===== src/rtl/s2p.sv =====
// Serial-to-parallel converter: collects N bits LSB first and presents them as one word.
// Optional mid-word idle timeout is built when S2P_TIMEOUT_EN is defined.
module s2p #(
  parameter int N       = 4,
  parameter int TIMEOUT = 16
) (
  input  logic         clk,
  input  logic         rst,
  input  logic         ser_data,
  input  logic         ser_valid,
  output logic         ser_ready,
  output logic [N-1:0] par_data,
  output logic         par_valid,
  input  logic         par_ready,
  output logic         err
);

  localparam int CW = $clog2(N);

  if (N < 2 || N > 32) begin : g_bad_n
    $error("s2p: N out of range");
  end
  if (TIMEOUT < 1 || TIMEOUT > 255) begin : g_bad_timeout
    $error("s2p: TIMEOUT out of range");
  end

  typedef enum logic {
    COLLECT = 1'b0,
    FULL    = 1'b1
  } state_t;

  state_t         state;
  logic [CW-1:0]  cnt;
  logic [N-1:0]   shreg;
  logic [N-1:0]   word_next;
  logic           bit_hs;
  logic           word_hs;
  logic           last_bit;
  logic           timeout_hit;

  // A transfer happens only on a rising edge where valid and ready are both 1;
  // ready never looks at valid, and valid is never withdrawn by this block once raised.
  assign par_valid = (state == FULL);
  assign ser_ready = ~rst & (~par_valid | par_ready);
  assign bit_hs    = ser_valid & ser_ready;
  assign word_hs   = par_valid & par_ready;
  assign last_bit  = (cnt == CW'(N - 1));

  always_comb begin
    word_next      = shreg;
    word_next[cnt] = ser_data;
  end

  always_ff @(posedge clk) begin
    if (rst) begin
      state    <= COLLECT;
      cnt      <= '0;
      shreg    <= '0;
      par_data <= '0;
    end else begin
      if (bit_hs && last_bit) begin
        state <= FULL;
      end else if (word_hs) begin
        state <= COLLECT;
      end

      if (bit_hs) begin
        if (last_bit) begin
          par_data <= word_next;
          cnt      <= '0;
          shreg    <= '0;
        end else begin
          shreg <= word_next;
          cnt   <= cnt + CW'(1);
        end
      end else if (timeout_hit) begin
        cnt   <= '0;
        shreg <= '0;
      end
    end
  end

`ifdef S2P_TIMEOUT_EN
  logic [7:0] idle_cnt;

  // Fires on the edge that closes the TIMEOUT-th idle cycle, so err shows one cycle later.
  assign timeout_hit = (cnt != '0) && !bit_hs && (idle_cnt == 8'(TIMEOUT - 1));

  always_ff @(posedge clk) begin
    if (rst) begin
      idle_cnt <= '0;
      err      <= 1'b0;
    end else begin
      err <= timeout_hit;
      if (bit_hs || cnt == '0 || timeout_hit) begin
        idle_cnt <= '0;
      end else begin
        idle_cnt <= idle_cnt + 8'd1;
      end
    end
  end
`else
  assign timeout_hit = 1'b0;
  assign err         = 1'b0;
`endif

endmodule


===== config.mk =====
export PLATFORM = sky130hd
export DESIGN_NAME = s2p
export DESIGN_NICKNAME = d
export VERILOG_FILES = /design/src/rtl/s2p.sv
export SDC_FILE = /design/constraint.sdc
export NUM_CORES = 1
export LEC_CHECK = 0
export ABC_AREA = 0
export BUFFER_PORTS_ARGS = -buffer_cell sky130_fd_sc_hd__buf_4
export CAP_MARGIN = 30
export CORE_AREA = 2 2 39 41
export DETAILED_ROUTE_END_ITERATION = 7
export DIE_AREA = 0 0 41 43
export GPL_TIMING_DRIVEN = 1
export RECOVER_POWER = 50
export SLEW_MARGIN = 0
export SYNTH_ARGS = -nofsm -noshare
export SYNTH_HDL_FRONTEND = slang
export SYNTH_SLANG_ARGS = --single-unit

===== constraint.sdc =====
create_clock -name clk -period 3.6 [get_ports clk]
set_input_delay 0.18 -clock clk [delete_from_list [all_inputs] [get_ports clk]]
set_output_delay 0.18 -clock clk [all_outputs]
set_load 0.03 [all_outputs]

# Yosys cells after proc, flatten, opt, wreduce, memory -nomap -nowiden
# Cells that the tools add are included.
[totals]
register_bits = 11
inputBits = 5
output_inout_bits = 7
word_cells = 25
[classes]
add_sub_neg = 1
magnitude_cmp = 2
n_eq_ne = 1
mux = 7
bitwise_logic = 6
n_reduce_logical = 4
[ops]
columns = ["op", "count"]
rows = [
  ["$bwmux W4", 1],
  ["$mux W4", 1],
  ["$and A1 B1 Y1", 3],
  ["$lt A2 B3 Y1 const B", 1],
  ["$mux W1", 3],
  ["$add A2 B1 Y2 const B", 1],
  ["$demux W1 S2", 1],
  ["$eq A2 B2 Y1 const B", 1],
  ["$ge A2 B1 Y1 const B", 1],
  ["$logic_and A1 B1 Y1", 2],
  ["$mux W2", 1],
  ["$not A1 Y1", 2],
  ["$reduce_and A2 Y1", 1],
  ["$reduce_bool A2 Y1", 1],
  ["$or A1 B1 Y1", 1],
]

# Longest topological paths before layout
# Gate-level depths: netlist of run 1.
[logic_depth]
word_depth = 6
depth_mapped = 5
mapped_depth_nobuf = 5

# Worst setup path after synthesis of run 1
# No wires, ideal clock.
[synth_timing]
path_kind = "flip-flop to output port"
start = "reg state, in the netlist par_valid"
end = "out ser_ready"
t_arrival_ps = 1089
required_ps = 3420
slack_ps = 2331
path_stages_with_launch = 4
path_cell_list = "dfxtp_1 > nor2b_4 > buf_6 > nor2_1"
[synth_via]
elab_chain_cells = 3
[synth_lines]
columns = ["item", "line", "source"]
rows = [
  ["start, declared", "32", "state_t state;"],
  ["start signal, assigned", "56", "state <= COLLECT;"],
  ["start signal, assigned", "62", "state <= FULL;"],
  ["start signal, assigned", "64", "state <= COLLECT;"],
  ["$not A1 Y1", "44", "assign ser_ready = ~rst & (~par_valid | par_ready);"],
  ["$or A1 B1 Y1", "44", ""],
  ["$and A1 B1 Y1", "44", ""],
  ["end, declared", "11", "output logic ser_ready,"],
]
# No other way between the ends.

# Worst setup path after layout of run 1
[layout_timing]
start = "reg cnt[0]"
end = "reg par_data[0]"
[layout_via]
elab_chain_cells = 5
elab_cells_between_ends = 8
[layout_lines]
columns = ["item", "line", "source"]
rows = [
  ["start, declared", "33", "logic [CW-1:0] cnt;"],
  ["start signal, assigned", "74", "cnt <= cnt + CW'(1);"],
  ["$lt A2 B3 Y1 (implied by the code) or $ge A2 B1 Y1 (tied branches)", "51", "word_next[cnt] = ser_data;"],
  ["$logic_and A1 B1 Y1 (implied by the code)", "51", ""],
  ["$mux W1 (implied by the code)", "51", ""],
  ["$demux W1 S2", "51", ""],
  ["$bwmux W4", "51", ""],
  ["end signal, assigned", "69", "par_data <= word_next;"],
  ["end, declared", "12", "output logic [N-1:0] par_data,"],
]
# Several ways; a longest one is shown, not always the timed one.
# A chain may end at the register's enable or synchronous reset.

==> impl_metrics.yaml, run 1 <==
worst_setup_path:
  path_cells: "ha_1 > and2_1 > a31oi_1 > a311oi_1"
  critPathLaunchType: "register"
  critPathBufInv: 0
  crit_required_ps: 3780
  critical_path_class: "register to register"
  endpoint_kind: "register"
  slowest_delay_ps: 410
  path_delay_family: "flip-flops"
  worst-path-max-fanout: 6
  crit_slowest_cell: "dfxtp_1"
  worst_ep_arrival_time_ps: 1510
yosys:
  syn-cell-area_um2: 549
  synth_area_leaders: "dfxtp_1 (36%), ha_1 (9.1%), a311oi_1 (4.8%)"
  synth.top_cells.by_count: "dfxtp_1 (10), nand2_1 (6), nor2_1 (5)"
  yosysMostFrequentCell: "dfxtp_1"
  synthCells: 59
  syn_nets: 68
  synth_edf_count: 0
  synthArstFlopShare_pct: 0
  yosysTopAreaCellShare_pct: 36.4
  ys_warn_count: 0
  yosys_most_used_dff: "dfxtp_1"
  synthDistinctLibCells: 24
  ys_seq_elements: 10
  ys_seq_area_share_pct: 36.4
  synth_largest_area_cell: "dfxtp_1"
  post_synth.cell_area_avg_um2: 9.31
placed_design:
  place.port_buffers: 10
  placed_cell_area_um2: 614
  dp_hpwl_um: 846
  place_congestion: 0.756
sta:
  hold_viol: 0
  layout_min_cycle_time_ps: 1340
  finalSetupViolCount: 0
  clock.fmax_mhz: 747
  rsz0062_at_grt: "false"
  fin_setup_tns_ps: 0
  drv_slew: 0
  fin_skew_ps: 5.79
  timing.final.crit_share_pct: 37.2
cts:
  postCtsSetupBuffers: 0
  ctsHtreeMaxLevel: 1
  clkSlewWorstSetupHoldPaths_ps: 70
  tritoncts: "yes"
  insertion_delay_ps: 270
  ctsResizeCount: 0
  cts_made_buffers: 3
  cts_sinks: 10
  clockRootBuffer: "clkbuf_4"
  clockBufferDepth: 2
  hold_buffers: 0
floorplan:
  io_pins: 12
  die-area_um2: 1760
  die_y_um: 43
  initial_utilization_pct: 39.7
  core_area_um2: 1380
  num_rows: 14
  die_x_um: 41
power:
  sw_frac_of_total_pct: 27.7
  combPwrFrac_pct: 16.7
  peakVddDrop_mv: 0.125
  p_clk_share_pct: 32.6
  seqPwrFrac_pct: 50.6
  powerDensity_nw_per_um2: 382
  p_int_uw: 171
  finalPower_uw: 236
  p_leak_uw: 0.000242
  netSwitchingPower_uw: 65.3
min_path:
  hp-class: "primary input to register"
global_route:
  track_usage_pct: 14.1
  antenna_found_initial: 0
  grt_pass1_vias: 385
  grt_max_degree: 10
  overflow: 0
  grt_pass1_wl_um: 1600
final_layout:
  final_area_um2: 618
  syn2layout_area_growth_pct: 12.5
  num_antenna_cells: 0
  finalNetCount: 80
  drive_gt1_share_pct: 18.8
detailed_routing:
  vias_per_cell: 5.47
  num_vias: 465
  drc: 0
  drt_iter0_drc: 13
  firstDrtPassIters: 6
  ant_nets: 0
  wl_um: 1070
  wl_per_cell_um: 12.5
run:
  cap_viol_max_count: 0
outcome:
  status: "complete, no violations"
-- flip-flops by register name, summed over array words and instances, names as in the netlist --
| register | count |
|---|---|
| par_data | 4 |
| shreg | 3 |
| cnt | 2 |
| par_valid | 1 |
-- layout make-up --
| cell class | instances | area [um^2] |
|---|---|---|
| flip-flops and latches | 10 | 200 |
| inverters | 3 | 11.3 |
| multi-input cells | 43 | 308 |
| fillers | 159 | 766 |
| clock buffers | 3 | 22.5 |
| repair buffers | 10 | 56.3 |
| well taps | 16 | 20.0 |
-- cells in the final DEF, fill, tap and decap left out --
cell,n
o311ai_1,3
a21o_1,1
dfxtp_1,10
a311oi_1,3
clkbuf_4,3
or3_4,1
o22ai_2,1
o211ai_1,1
ha_1,4
clkbuf_1,5
inv_1,3
and2_1,1
nand4_1,1
a211oi_1,1
nand2b_4,1
nor2b_4,1
buf_4,5
nor3_2,1
a21oi_1,1
nand2b_1,4
nand2_1,6
o21ai_1,3
conb_1,1
nor2_1,5
a31oi_1,3
-- worst paths after layout --
path,end,slack [ps],startpoint,depth (start not counted)
worst max-delay path,par_data[0],2260,cnt[0],4
worst min-delay path,par_valid,140,rst,2
worst max register to register,par_data[0],2260,cnt[0],4
worst min register to register,shreg[0],480,shreg[0],2
-- stage by stage --
step	hold slack [ps]	util (%)	cells	setup WS (ps)
final	144	44.7	85	2260
after global routing	157	44.7	85	2110
after CTS	142	46.0	85	2250
after detailed placement	429	44.4	82	2260
after global placement	424	44.4	82	2310
after floorplan	317	-	59	2330
-- power by group through the flow --
stage | combinational (uW) | sequential, uW | clock, uW
floorplan | 28.8 | 123 | 0
global placement | 40.1 | 122 | 0
detailed placement | 39.8 | 122 | 0
CTS | 39.9 | 120 | 78.9
global route | 44.2 | 120 | 82.6
finish | 39.5 | 120 | 77.0
-- cell families after synthesis --
family                     share of synthesized area [%]
AOI/OAI and AO/OA                                   23.0
DFF                                                 36.4
other                                              0.683
buffers and inverters                               7.52
adders and majority gates                           9.11
and+or+nand+nor                                     23.2
-- per-layer routing --
layer  global-route usage, %  wire length (um)  vias to the layer above
met2                    18.8               479                       10
met1                    17.3               518                      216
met3                    3.14                42                        3
met5                       0                 0                        -
met4                    14.0                25                        0
li1                        -                 -                      236
Power figures use the tool's default switching activity.
==> run 2, diff against run 1 <==
--- a/config.mk
+++ b/config.mk
@@ -12,6 +12,7 @@
 export DETAILED_ROUTE_END_ITERATION = 7
 export DIE_AREA = 0 0 41 43
 export GPL_TIMING_DRIVEN = 1
+export PLACE_DENSITY = 0.66
 export RECOVER_POWER = 50
 export SLEW_MARGIN = 0
 export SYNTH_ARGS = -nofsm -noshare
==> constraint.sdc (replaced) <==
create_clock -name clk -period 1.2 [get_ports clk]
set_input_delay 0.06 -clock clk [delete_from_list [all_inputs] [get_ports clk]]
set_output_delay 0.06 -clock clk [all_outputs]
set_load 0.03 [all_outputs]
==> impl_metrics.yaml, run 2 (synthesized netlist as in run 1, its figures left out) <==
outcome:
  status: "complete, no violations"
cts:
  cts_sinks: 10
  clockRootBuffer: "clkbuf_4"
  cts_made_buffers: 3
  ctsHtreeMaxLevel: 1
  clkSlewWorstSetupHoldPaths_ps: 70
  tritoncts: "yes"
  insertion_delay_ps: 260
  clockBufferDepth: 2
final_layout:
  regMostFlops: "par_data"
  final_common_cell: "buf_4"
  layout_common_cells: "buf_4 (8), dfxtp_1 (7), nand2_1 (6), clkbuf_1 (5)"
  largestRegisters: "par_data: 4 flops, shreg: 3 flops, cnt: 2 flops"
  multi_input_area_um2: 350
  syn2layout_area_growth_pct: 30.5
  finalNetCount: 84
  drive_gt1_share_pct: 39.2
  largest_reg_flops: 4
  regArea_um2: 209
  num_antenna_cells: 0
  final_util_pct: 51.8
  fillers: 140
min_path:
  min_to: "par_valid"
  hold_path_startpoint: "rst"
  hp-class: "primary input to register"
  holdPathStages: 2
placed_design:
  place_congestion: 0.787
  dp_hpwl_um: 855
  place.port_buffers: 10
floorplan:
  die_x_um: 41
  die-area_um2: 1760
  core_area_um2: 1380
  initial_utilization_pct: 39.7
  num_rows: 14
  die_y_um: 43
  io_pins: 12
worst_setup_path:
  reg2reg_to: "par_data[1]"
  slowest_delay_ps: 360
  worst-path-max-fanout: 3
  worst_ep_arrival_time_ps: 1350
  reg2reg_from: "cnt[0]"
  critical_path_class: "register to register"
  endpoint_kind: "register"
  critPathLaunchType: "register"
  path_cells: "buf_4 > ha_2 > nand2b_1 > a311oi_1"
  crit_slowest_cell: "dfxtp_4"
  regToRegSetupSlack_ps: 20
  crit_required_ps: 1370
  r2r_cells: 4
power:
  powerDensity_nw_per_um2: 1120
  peakVddDrop_mv: 0.742
  p_leak_uw: 0.000270
global_route:
  grt_busiest_layer: "met2"
  grt_util_met1_pct: 19.4
  overflow: 0
  track_usage_pct: 16.0
  grt_max_degree: 10
  antenna_found_initial: 0
  use_met2_pct: 23.4
  grt_pass1_vias: 430
  grt_pass1_wl_um: 1850
  use_met3_pct: 4.71
detailed_routing:
  firstDrtPassIters: 4
  drc: 0
  ant_nets: 0
  vias_per_cell: 5.48
  wl_per_cell_um: 13.7
  num_vias: 493
  drt_iter0_drc: 18
  wl_um: 1240
sta:
  finalSetupViolCount: 0
  fin_skew_ps: 1.84
  clock.fmax_mhz: 850
  rsz0062_at_grt: "true"
  fin_setup_tns_ps: 0
  hold_viol: 0
  drv_slew: 0
  timing.final.crit_share_pct: 98.0
  layout_min_cycle_time_ps: 1180
run:
  cap_viol_max_count: 0
## run 2: changes by cell type in the layout (fill, tap and decap cells not counted), moves of 2 or more
cell	before	now
ha_1	4	1
buf_4	5	8
dfxtp_4	0	2
ha_2	0	2
dfxtp_1	10	7
## run 2: through the flow
step / power, uW / instances / instance area (um^2) / hold WS (ps) / setup slack, ps
after detailed placement: 493 / 84 / 631 / 301 / -96.1
final: 805 / 90 / 717 / 41.9 / 24.2
after global routing: 842 / 90 / 717 / 49.8 / -3.51
after floorplan: 454 / 59 / 551 / 197 / 0.886
after global placement: 490 / 84 / 631 / 295 / 8.05
after CTS: 804 / 88 / 691 / 20.9 / 2.16
## run 2: routing by layer
metal  vias to the layer above  share of wire [%]
li1                        242                  -
met1                       232                 41
met2                        17                 52
met3                         2                6.5
met4                         0               0.40
met5                         -                  0
## run 2: layout make-up
cell class              instances  share of cell area [%]
inverters                       3                    1.57
flip-flops and latches         10                    29.1
multi-input cells              43                    48.9
well taps                      16                    2.79
repair buffers                 14                    12.6
clock buffers                   4                    5.06
## run 2: worst max-delay path by stage
| stage | slack (ps) | startpoint | endpoint | cells past startpoint |
|---|---|---|---|---|
| floorplan | 0.9 | cnt[0] | par_data[0] | 4 |
| global placement | 8 | cnt[0] | par_data[1] | 4 |
| detailed placement | -100 | cnt[0] | par_data[0] | 4 |
| CTS | 2 | cnt[0] | par_data[1] | 4 |
| global route | -4 | cnt[0] | par_data[1] | 4 |
| finish | 20 | cnt[0] | par_data[1] | 4 |
## run 2: repair_timing
| action | in CTS | in global routing |
|---|---|---|
| gates resized for setup | 6 | 9 |
| pin swaps | 3 | 4 |
| hold endpoints to repair | 0 | 0 |
| hold buffers | 0 | 0 |
| gates cloned | 0 | 0 |
| setup buffers | 0 | 2 |
| setup endpoints to repair | 7 | 5 |
## run 2: worst max-delay path: cells and delay by family, from the launching register on
family	cells	cell delay (ps)
adder cells (fa/ha/maj)	1	190
AO/OA/AOI/OAI	1	260
flip-flops	1	360
AND/OR/NAND/NOR	1	140
buffers and inverters	1	140
## run 2: where the power goes
group / total, uW / leakage [uW] / internal [uW] / switching, uW
Combinational: 140 / 0.000166 / 60.8 / 79.0
Clock: 303 / 0.0000210 / 184 / 119
Sequential: 362 / 0.0000830 / 348 / 14.6
Total: 805 / 0.000270 / 593 / 213
